## config.mk

```make
export PLATFORM = sky130hd
export DESIGN_NAME = mfp_ahb_lite_master_flat
export DESIGN_NICKNAME = d
export VERILOG_FILES = /design/src/rtl/mfp_ahb_lite_master_pkg.sv /design/src/rtl/mfp_ahb_lite_master_if.sv /design/src/rtl/mfp_ahb_lite_master_timeout.sv /design/src/rtl/mfp_ahb_lite_master.sv /design/src/flat_wrapper.sv
export SDC_FILE = /design/constraint.sdc
export NUM_CORES = 1
export LEC_CHECK = 0
export ABC_AREA = 1
export CAP_MARGIN = 40
export CORE_AREA = 4 4 133 135
export DETAILED_ROUTE_END_ITERATION = 16
export DIE_AREA = 0 0 137 139
export GPL_TIMING_DRIVEN = 0
export PLACE_DENSITY = 0.65
export SLEW_MARGIN = 10
export SYNTH_ARGS = -nofsm -noshare
export SYNTH_HDL_FRONTEND = slang
export SYNTH_SLANG_ARGS = --single-unit
```

## constraint.sdc

```tcl
create_clock -name HCLK -period 5.2 [get_ports HCLK]
set_clock_uncertainty 0.05 [all_clocks]
set_input_delay 1.04 -clock HCLK [delete_from_list [all_inputs] [get_ports HCLK]]
set_output_delay 1.04 -clock HCLK [all_outputs]
set_load 0.01 [all_outputs]
```

## src/rtl/mfp_ahb_lite_master_pkg.sv

```systemverilog
// Shared AHB-Lite codes, FSM state encoding and request payload for mfp_ahb_lite_master.
package mfp_ahb_lite_master_pkg;

   localparam int unsigned ADDR_W = 32;
   localparam int unsigned DATA_W = 32;

   localparam logic [1:0] HTRANS_IDLE   = 2'b00;
   localparam logic [1:0] HTRANS_BUSY   = 2'b01;
   localparam logic [1:0] HTRANS_NONSEQ = 2'b10;
   localparam logic [1:0] HTRANS_SEQ    = 2'b11;

   localparam logic [2:0] HSIZE_BYTE = 3'b000;
   localparam logic [2:0] HSIZE_HALF = 3'b001;
   localparam logic [2:0] HSIZE_WORD = 3'b010;

   localparam logic [2:0] HBURST_SINGLE   = 3'b000;
   localparam logic [3:0] HPROT_DATA_PRIV = 4'b0011;

   localparam logic HRESP_OKAY  = 1'b0;
   localparam logic HRESP_ERROR = 1'b1;

   typedef enum logic [1:0] {
      ST_IDLE = 2'd0,
      ST_ADDR = 2'd1,
      ST_DATA = 2'd2,
      ST_ERR2 = 2'd3
   } state_e;

   typedef struct packed {
      logic              write;
      logic [2:0]        size;
      logic [ADDR_W-1:0] addr;
      logic [DATA_W-1:0] wdata;
   } req_t;

   // Size 3 is reserved; halfwords and words must be naturally aligned.
   function automatic logic req_illegal(input logic [1:0] size, input logic [1:0] addr_lo);
      case (size)
         2'd0:    return 1'b0;
         2'd1:    return addr_lo[0];
         2'd2:    return |addr_lo;
         default: return 1'b1;
      endcase
   endfunction

endpackage

```

## src/rtl/mfp_ahb_lite_master_if.sv

```systemverilog
// AHB-Lite bus plus request/response port of mfp_ahb_lite_master, with initiator and peer views.
interface mfp_ahb_lite_master_if;
   import mfp_ahb_lite_master_pkg::*;

   logic [ADDR_W-1:0] HADDR;
   logic [2:0]        HBURST;
   logic              HMASTLOCK;
   logic [3:0]        HPROT;
   logic [2:0]        HSIZE;
   logic [1:0]        HTRANS;
   logic [DATA_W-1:0] HWDATA;
   logic              HWRITE;
   logic [DATA_W-1:0] HRDATA;
   logic              HREADY;
   logic              HRESP;

   logic              req_valid;
   logic              req_ready;
   logic              req_write;
   logic [ADDR_W-1:0] req_addr;
   logic [1:0]        req_size;
   logic [DATA_W-1:0] req_wdata;
   logic              resp_valid;
   logic [DATA_W-1:0] resp_rdata;
   logic              resp_error;

   modport master (
      output HADDR, HBURST, HMASTLOCK, HPROT, HSIZE, HTRANS, HWDATA, HWRITE,
      input  HRDATA, HREADY, HRESP,
      input  req_valid, req_write, req_addr, req_size, req_wdata,
      output req_ready, resp_valid, resp_rdata, resp_error
   );

   modport slave (
      input  HADDR, HBURST, HMASTLOCK, HPROT, HSIZE, HTRANS, HWDATA, HWRITE,
      output HRDATA, HREADY, HRESP,
      output req_valid, req_write, req_addr, req_size, req_wdata,
      input  req_ready, resp_valid, resp_rdata, resp_error
   );

endinterface

```

## src/rtl/mfp_ahb_lite_master_timeout.sv

```systemverilog
// Wait-state watchdog: counts consecutive HREADY-low edges while a transfer is open and
// flags expiry on the edge where the count reaches TIMEOUT_CYCLES-1.
module mfp_ahb_lite_master_timeout #(
   parameter int unsigned TIMEOUT_CYCLES = 256
) (
   input  logic clk,
   input  logic rst,
   input  logic active_i,
   input  logic hready_i,
   output logic expired_c
);
   localparam int unsigned CntW = 16;

   logic [CntW-1:0] cnt_q, cnt_d;

   assign expired_c = active_i & ~hready_i & (cnt_q == CntW'(TIMEOUT_CYCLES - 1));

   always_comb begin
      cnt_d = '0;
      if (active_i && !hready_i && !expired_c) begin
         cnt_d = cnt_q + CntW'(1);
      end
   end

   always_ff @(posedge clk or posedge rst) begin
      if (rst) begin
         cnt_q <= '0;
      end else begin
         cnt_q <= cnt_d;
      end
   end

endmodule

```

## src/rtl/mfp_ahb_lite_master.sv

```systemverilog
// Single-outstanding AHB-Lite initiator: valid/ready request in, SINGLE NONSEQ transfer out.
// Define MFP_AHB_LITE_MASTER_TIMEOUT_EN to abort transfers stalled for TIMEOUT_CYCLES.
module mfp_ahb_lite_master
   import mfp_ahb_lite_master_pkg::*;
#(
   parameter int unsigned TIMEOUT_CYCLES = 256
) (
   input logic                   HCLK,
   input logic                   HRESET,
   mfp_ahb_lite_master_if.master bus
);

   if (TIMEOUT_CYCLES < 2 || TIMEOUT_CYCLES > 65535) begin : g_bad_timeout
      $error("mfp_ahb_lite_master: TIMEOUT_CYCLES must lie in 2..65535");
   end

   state_e            state_q, state_d;
   req_t              req_q, req_d;
   logic [1:0]        htrans_q, htrans_d;
   logic [DATA_W-1:0] hwdata_q, hwdata_d;
   logic              req_ready_q, req_ready_d;
   logic              resp_valid_q, resp_valid_d;
   logic [DATA_W-1:0] resp_rdata_q, resp_rdata_d;
   logic              resp_error_q, resp_error_d;
   logic              finish_c;
   logic              timeout_c;

`ifdef MFP_AHB_LITE_MASTER_TIMEOUT_EN
   mfp_ahb_lite_master_timeout #(
      .TIMEOUT_CYCLES (TIMEOUT_CYCLES)
   ) u_timeout (
      .clk       (HCLK),
      .rst       (HRESET),
      .active_i  (state_q != ST_IDLE),
      .hready_i  (bus.HREADY),
      .expired_c (timeout_c)
   );
`else
   assign timeout_c = 1'b0;
`endif

   // Next-state and registered-output logic.
   always_comb begin
      state_d      = state_q;
      req_d        = req_q;
      htrans_d     = htrans_q;
      hwdata_d     = hwdata_q;
      req_ready_d  = req_ready_q;
      resp_valid_d = 1'b0;
      resp_rdata_d = '0;
      resp_error_d = 1'b0;
      finish_c     = 1'b0;

      case (state_q)
         ST_IDLE: begin
            req_ready_d = 1'b1;
            if (bus.req_valid && req_ready_q) begin
               if (req_illegal(bus.req_size, bus.req_addr[1:0])) begin
                  resp_valid_d = 1'b1;
                  resp_error_d = 1'b1;
               end else begin
                  state_d     = ST_ADDR;
                  htrans_d    = HTRANS_NONSEQ;
                  req_ready_d = 1'b0;
                  req_d.write = bus.req_write;
                  req_d.size  = {1'b0, bus.req_size};
                  req_d.addr  = bus.req_addr;
                  req_d.wdata = bus.req_wdata;
               end
            end
         end
         ST_ADDR: begin
            if (timeout_c) begin
               finish_c     = 1'b1;
               resp_error_d = 1'b1;
            end else if (bus.HREADY) begin
               state_d  = ST_DATA;
               htrans_d = HTRANS_IDLE;
               if (req_q.write) begin
                  hwdata_d = req_q.wdata;
               end
            end
         end
         ST_DATA: begin
            if (timeout_c) begin
               finish_c     = 1'b1;
               resp_error_d = 1'b1;
            end else if (bus.HREADY) begin
               finish_c     = 1'b1;
               resp_error_d = (bus.HRESP == HRESP_ERROR);
               if (!req_q.write && bus.HRESP != HRESP_ERROR) begin
                  resp_rdata_d = bus.HRDATA;
               end
            end else if (bus.HRESP == HRESP_ERROR) begin
               state_d = ST_ERR2;
            end
         end
         ST_ERR2: begin
            finish_c     = timeout_c | bus.HREADY;
            resp_error_d = 1'b1;
         end
         default: state_d = ST_IDLE;
      endcase

      // Completion, error and abort all return to IDLE with a one-cycle response.
      if (finish_c) begin
         state_d      = ST_IDLE;
         htrans_d     = HTRANS_IDLE;
         req_ready_d  = 1'b1;
         resp_valid_d = 1'b1;
      end
   end

   always_ff @(posedge HCLK or posedge HRESET) begin
      if (HRESET) begin
         state_q      <= ST_IDLE;
         req_q        <= '0;
         htrans_q     <= HTRANS_IDLE;
         hwdata_q     <= '0;
         req_ready_q  <= 1'b1;
         resp_valid_q <= 1'b0;
         resp_rdata_q <= '0;
         resp_error_q <= 1'b0;
      end else begin
         state_q      <= state_d;
         req_q        <= req_d;
         htrans_q     <= htrans_d;
         hwdata_q     <= hwdata_d;
         req_ready_q  <= req_ready_d;
         resp_valid_q <= resp_valid_d;
         resp_rdata_q <= resp_rdata_d;
         resp_error_q <= resp_error_d;
      end
   end

   assign bus.HADDR      = req_q.addr;
   assign bus.HSIZE      = req_q.size;
   assign bus.HWRITE     = req_q.write;
   assign bus.HTRANS     = htrans_q;
   assign bus.HWDATA     = hwdata_q;
   assign bus.HBURST     = HBURST_SINGLE;
   assign bus.HMASTLOCK  = 1'b0;
   assign bus.HPROT      = HPROT_DATA_PRIV;
   assign bus.req_ready  = req_ready_q;
   assign bus.resp_valid = resp_valid_q;
   assign bus.resp_rdata = resp_rdata_q;
   assign bus.resp_error = resp_error_q;

endmodule

```

## src/flat_wrapper.sv

```systemverilog
// flat-port wrapper written by rule: the top's interface ports become plain ports
module mfp_ahb_lite_master_flat import mfp_ahb_lite_master_pkg::*;
#(
   parameter int unsigned TIMEOUT_CYCLES = 256
)
  (HCLK, HRESET, bus_HADDR, bus_HBURST, bus_HMASTLOCK, bus_HPROT, bus_HSIZE, bus_HTRANS, bus_HWDATA, bus_HWRITE, bus_HRDATA, bus_HREADY, bus_HRESP, bus_req_valid, bus_req_write, bus_req_addr, bus_req_size, bus_req_wdata, bus_req_ready, bus_resp_valid, bus_resp_rdata, bus_resp_error);
  mfp_ahb_lite_master_if bus_i ();
  input logic HCLK;
  input logic HRESET;
  output wire logic [$bits(bus_i.HADDR)-1:0] bus_HADDR;
  output wire logic [$bits(bus_i.HBURST)-1:0] bus_HBURST;
  output wire logic [$bits(bus_i.HMASTLOCK)-1:0] bus_HMASTLOCK;
  output wire logic [$bits(bus_i.HPROT)-1:0] bus_HPROT;
  output wire logic [$bits(bus_i.HSIZE)-1:0] bus_HSIZE;
  output wire logic [$bits(bus_i.HTRANS)-1:0] bus_HTRANS;
  output wire logic [$bits(bus_i.HWDATA)-1:0] bus_HWDATA;
  output wire logic [$bits(bus_i.HWRITE)-1:0] bus_HWRITE;
  input wire logic [$bits(bus_i.HRDATA)-1:0] bus_HRDATA;
  input wire logic [$bits(bus_i.HREADY)-1:0] bus_HREADY;
  input wire logic [$bits(bus_i.HRESP)-1:0] bus_HRESP;
  input wire logic [$bits(bus_i.req_valid)-1:0] bus_req_valid;
  input wire logic [$bits(bus_i.req_write)-1:0] bus_req_write;
  input wire logic [$bits(bus_i.req_addr)-1:0] bus_req_addr;
  input wire logic [$bits(bus_i.req_size)-1:0] bus_req_size;
  input wire logic [$bits(bus_i.req_wdata)-1:0] bus_req_wdata;
  output wire logic [$bits(bus_i.req_ready)-1:0] bus_req_ready;
  output wire logic [$bits(bus_i.resp_valid)-1:0] bus_resp_valid;
  output wire logic [$bits(bus_i.resp_rdata)-1:0] bus_resp_rdata;
  output wire logic [$bits(bus_i.resp_error)-1:0] bus_resp_error;
  assign bus_HADDR = bus_i.HADDR;
  assign bus_HBURST = bus_i.HBURST;
  assign bus_HMASTLOCK = bus_i.HMASTLOCK;
  assign bus_HPROT = bus_i.HPROT;
  assign bus_HSIZE = bus_i.HSIZE;
  assign bus_HTRANS = bus_i.HTRANS;
  assign bus_HWDATA = bus_i.HWDATA;
  assign bus_HWRITE = bus_i.HWRITE;
  assign bus_i.HRDATA = bus_HRDATA;
  assign bus_i.HREADY = bus_HREADY;
  assign bus_i.HRESP = bus_HRESP;
  assign bus_i.req_valid = bus_req_valid;
  assign bus_i.req_write = bus_req_write;
  assign bus_i.req_addr = bus_req_addr;
  assign bus_i.req_size = bus_req_size;
  assign bus_i.req_wdata = bus_req_wdata;
  assign bus_req_ready = bus_i.req_ready;
  assign bus_resp_valid = bus_i.resp_valid;
  assign bus_resp_rdata = bus_i.resp_rdata;
  assign bus_resp_error = bus_i.resp_error;
  mfp_ahb_lite_master #(.TIMEOUT_CYCLES(TIMEOUT_CYCLES)) u_core (.HCLK(HCLK), .HRESET(HRESET), .bus(bus_i));
endmodule
```

==> metrics.txt <==
outcome=complete, no violations; CP max FO=3; post-CTS setup buffers=0; H-Tree Depth=4; post-detail-place hpwl=11300 um; Period Utilization, post-route=0.498; antenna violations before repair=1; crit-path cells=clkdlybuf4s50_1; WP data required=4.11 ns; total gr overflow=0; Syn Std Cell Area=0.00567 mm^2; I/O pin total=217; worst-case clock buffer depth=2; Hold Worst Slack=0.412 ns; n_diodes=0; metal2 WL=7210 um; post-synthesis cell type count=23; FP Rows=47; total iterations of the first detailed-routing run=4; Util after Layout=0.528; Die X=137 um; Vias=4469; layout cells sized above 1=0.161; Slew @ Worst Pin=0.606 ns; RePlAce Congestion=0.812; Sum Neg Setup Slack=0 ns; static leakage=4.15 nW; internal reg-to-reg setup slack=3.25 ns; length of routed wiring on met1=6090 um; Num Clock Sinks=137; max layer used=met5; Final setup viols=0; CTS tree=done; sequential fraction of the synthesis area=0.605; Slowest-stage cell, CP=clkdlybuf4s50_1; gr usage total=0.164; multi-input logic area=0.00173 mm^2; Yosys reg bits=137; initial DRC count=110; Maximum Capacitance Violations=0; fmax=386 MHz; Residual DRC=0; Setup CP Type=flip-flop to output port; clock-pin slew on the worst setup and hold paths=0.06 ns; die area=0.0190 mm^2; post-route insts no fill=1009; Worst EP arrival=1.50 ns; Post-Route WL=15100 um; Die Y=139 um; Max stage delay on crit path=0.56 ns; Synth-to-Final Area Change=53.1%; largest net degree at the start of global routing=73; placed cell count=977; Initial Utilization=0.345; clk root buf=clkbuf_16; cts hold-fix bufs=0; Inserted Clock Buffers=17; core area=0.0165 mm^2; Synth Instances=542; critical path endpoint category=output port; detailed-route wire length per cell=15.0 um; vias in the first global route=4817; port bufs=206; # resized after CTS=0; Min-Delay Path Class=flip-flop to flip-flop; Final Hold Fails=0; NumNets Final=884; via-per-instance ratio=4.43; WL met3=1640 um; clk_lat worst skew=0.41 ns; final antenna-violating net count=0; fin. max-slew vios=0; Synth warnings=0; Worst path top cell family by delay=buffers and inverters; RSZ-0062 raised after global routing=no; Slew headroom=0.596; WP buf/inv=1; power per cell area=531 mW/mm^2; FF+latch area=0.00343 mm^2; total power=4.61 mW; first-pass GRT wire length=24600 um; Startpoint Class=flip-flop; Worst IR Drop VDD=0.000218 V; Avg Cell Area, Syn=10.5 um^2; Fillers=1499; minimum clock period=2.59 ns
kinds of logic (layout without fill, tap and decap cells):
kind of cell | count (synthesis) | count (layout) | share of synthesized area
other cells | 2 | 10 | 0.00132
fa+ha+maj | 4 | 4 | 0.00882
simple gates | 271 | 271 | 0.219
compound gates | 8 | 8 | 0.00728
buf+inv | 88 | 327 | 0.0953
flops | 137 | 137 | 0.605
mux | 32 | 32 | 0.0635
worst min-delay path, cell delays in order, from the launching register on:
cell     delay, ns
dfrtp_1       0.33
nand2_1       0.05
nand2_1       0.04
synth_stat cells:
library cell  count  area (um^2)
a21oi_1           2         10.0
buf_2            12         60.1
dfrtp_1         136         3400
a31oi_1           1         6.26
inv_2             1         3.75
buf_4            50          375
dfstp_2           1         26.3
nor2_4            1         11.3
ha_1              4         50.1
mux2_2           23          259
mux2_1            9          101
nand2_1         156          586
o21ai_0           5         25.0
buf_1             1         3.75
conb_1            2         7.51
inv_1            11         41.3
clkbuf_1         12         45.0
nand3_1          71          355
or2_2             3         18.8
nor2_1            7         26.3
nor3b_1          32          240
buf_6             1         11.3
nand2_2           1         6.26
routing by layer:
| layer | vias up | GRT usage |
|---|---|---|
| met5 | - | 0 |
| met4 | 2 | 0.0536 |
| met3 | 10 | 0.0740 |
| li1 | 2169 | - |
| met1 | 2115 | 0.196 |
| met2 | 173 | 0.263 |
through the flow:
stage                     setup WS, ns  instance area [um^2]
after CTS                         2.57                  8690
final                             2.61                  8690
after detailed placement          2.43                  8070
after floorplan                  0.444                  5700
after global routing              2.55                  8690
after global placement           -1.34                  8040
state kept, by name, summed over array words and instances (netlist names):
signal and flops:
u_core.req_q 32, u_core.state_q 2, u_core.bus.HTRANS 1, u_core.bus.HADDR 32, u_core.bus.HSIZE 2, u_core.bus.resp_valid 1
u_core.bus.HWRITE 1, u_core.bus.HWDATA 32, u_core.bus.req_ready 1, u_core.bus.resp_rdata 32, u_core.bus.resp_error 1
area by class of cell:
class / instances / share of cell area
well taps: 220 / 0.0317
inverters: 12 / 0.00576
clock inverters: 12 / 0.0170
clock buffers: 20 / 0.0537
multi-input cells: 325 / 0.199
repair buffers: 207 / 0.241
plain buffers: 76 / 0.0570
flip-flops and latches: 137 / 0.395
placed cells by master (no fill, tap or decap), types with 3 or more instances in the layout:
cell	count
clkdlybuf4s50_1	206
nand2_1	156
dfrtp_1	136
nand3_1	71
buf_4	50
nor3b_1	32
mux2_2	23
clkbuf_16	17
buf_2	12
clkbuf_1	12
inv_1	10
conb_1	10
mux2_1	9
nor2_1	7
o21ai_0	5
clkinv_2	5
ha_1	4
or2_2	3
clkbuf_8	3
bufinv_16	3
report_power, final:
group | internal, mW | leakage, nW | switching (mW)
combinational | 0.935 | 2.08 | 0.793
clock | 0.789 | 0.302 | 0.445
sequential | 1.45 | 1.76 | 0.205
total | 3.17 | 4.15 | 1.44
worst paths after layout:
| check | endpoint | startpoint | cells past startpoint |
|---|---|---|---|
| min in group asynchronous | u_core.bus.resp_rdata[12] | HRESET | 2 |
| setup reg to reg | u_core.req_q[8] | u_core.state_q[1] | 7 |
| hold reg to reg | u_core.req_q[26] | u_core.req_q[26] | 2 |
| setup / recovery | bus_req_ready | u_core.bus.req_ready | 1 |
| hold / removal | u_core.req_q[26] | u_core.req_q[26] | 2 |
| max in group asynchronous | u_core.bus.req_ready | HRESET | 3 |
Power figures use the tool's default switching activity.
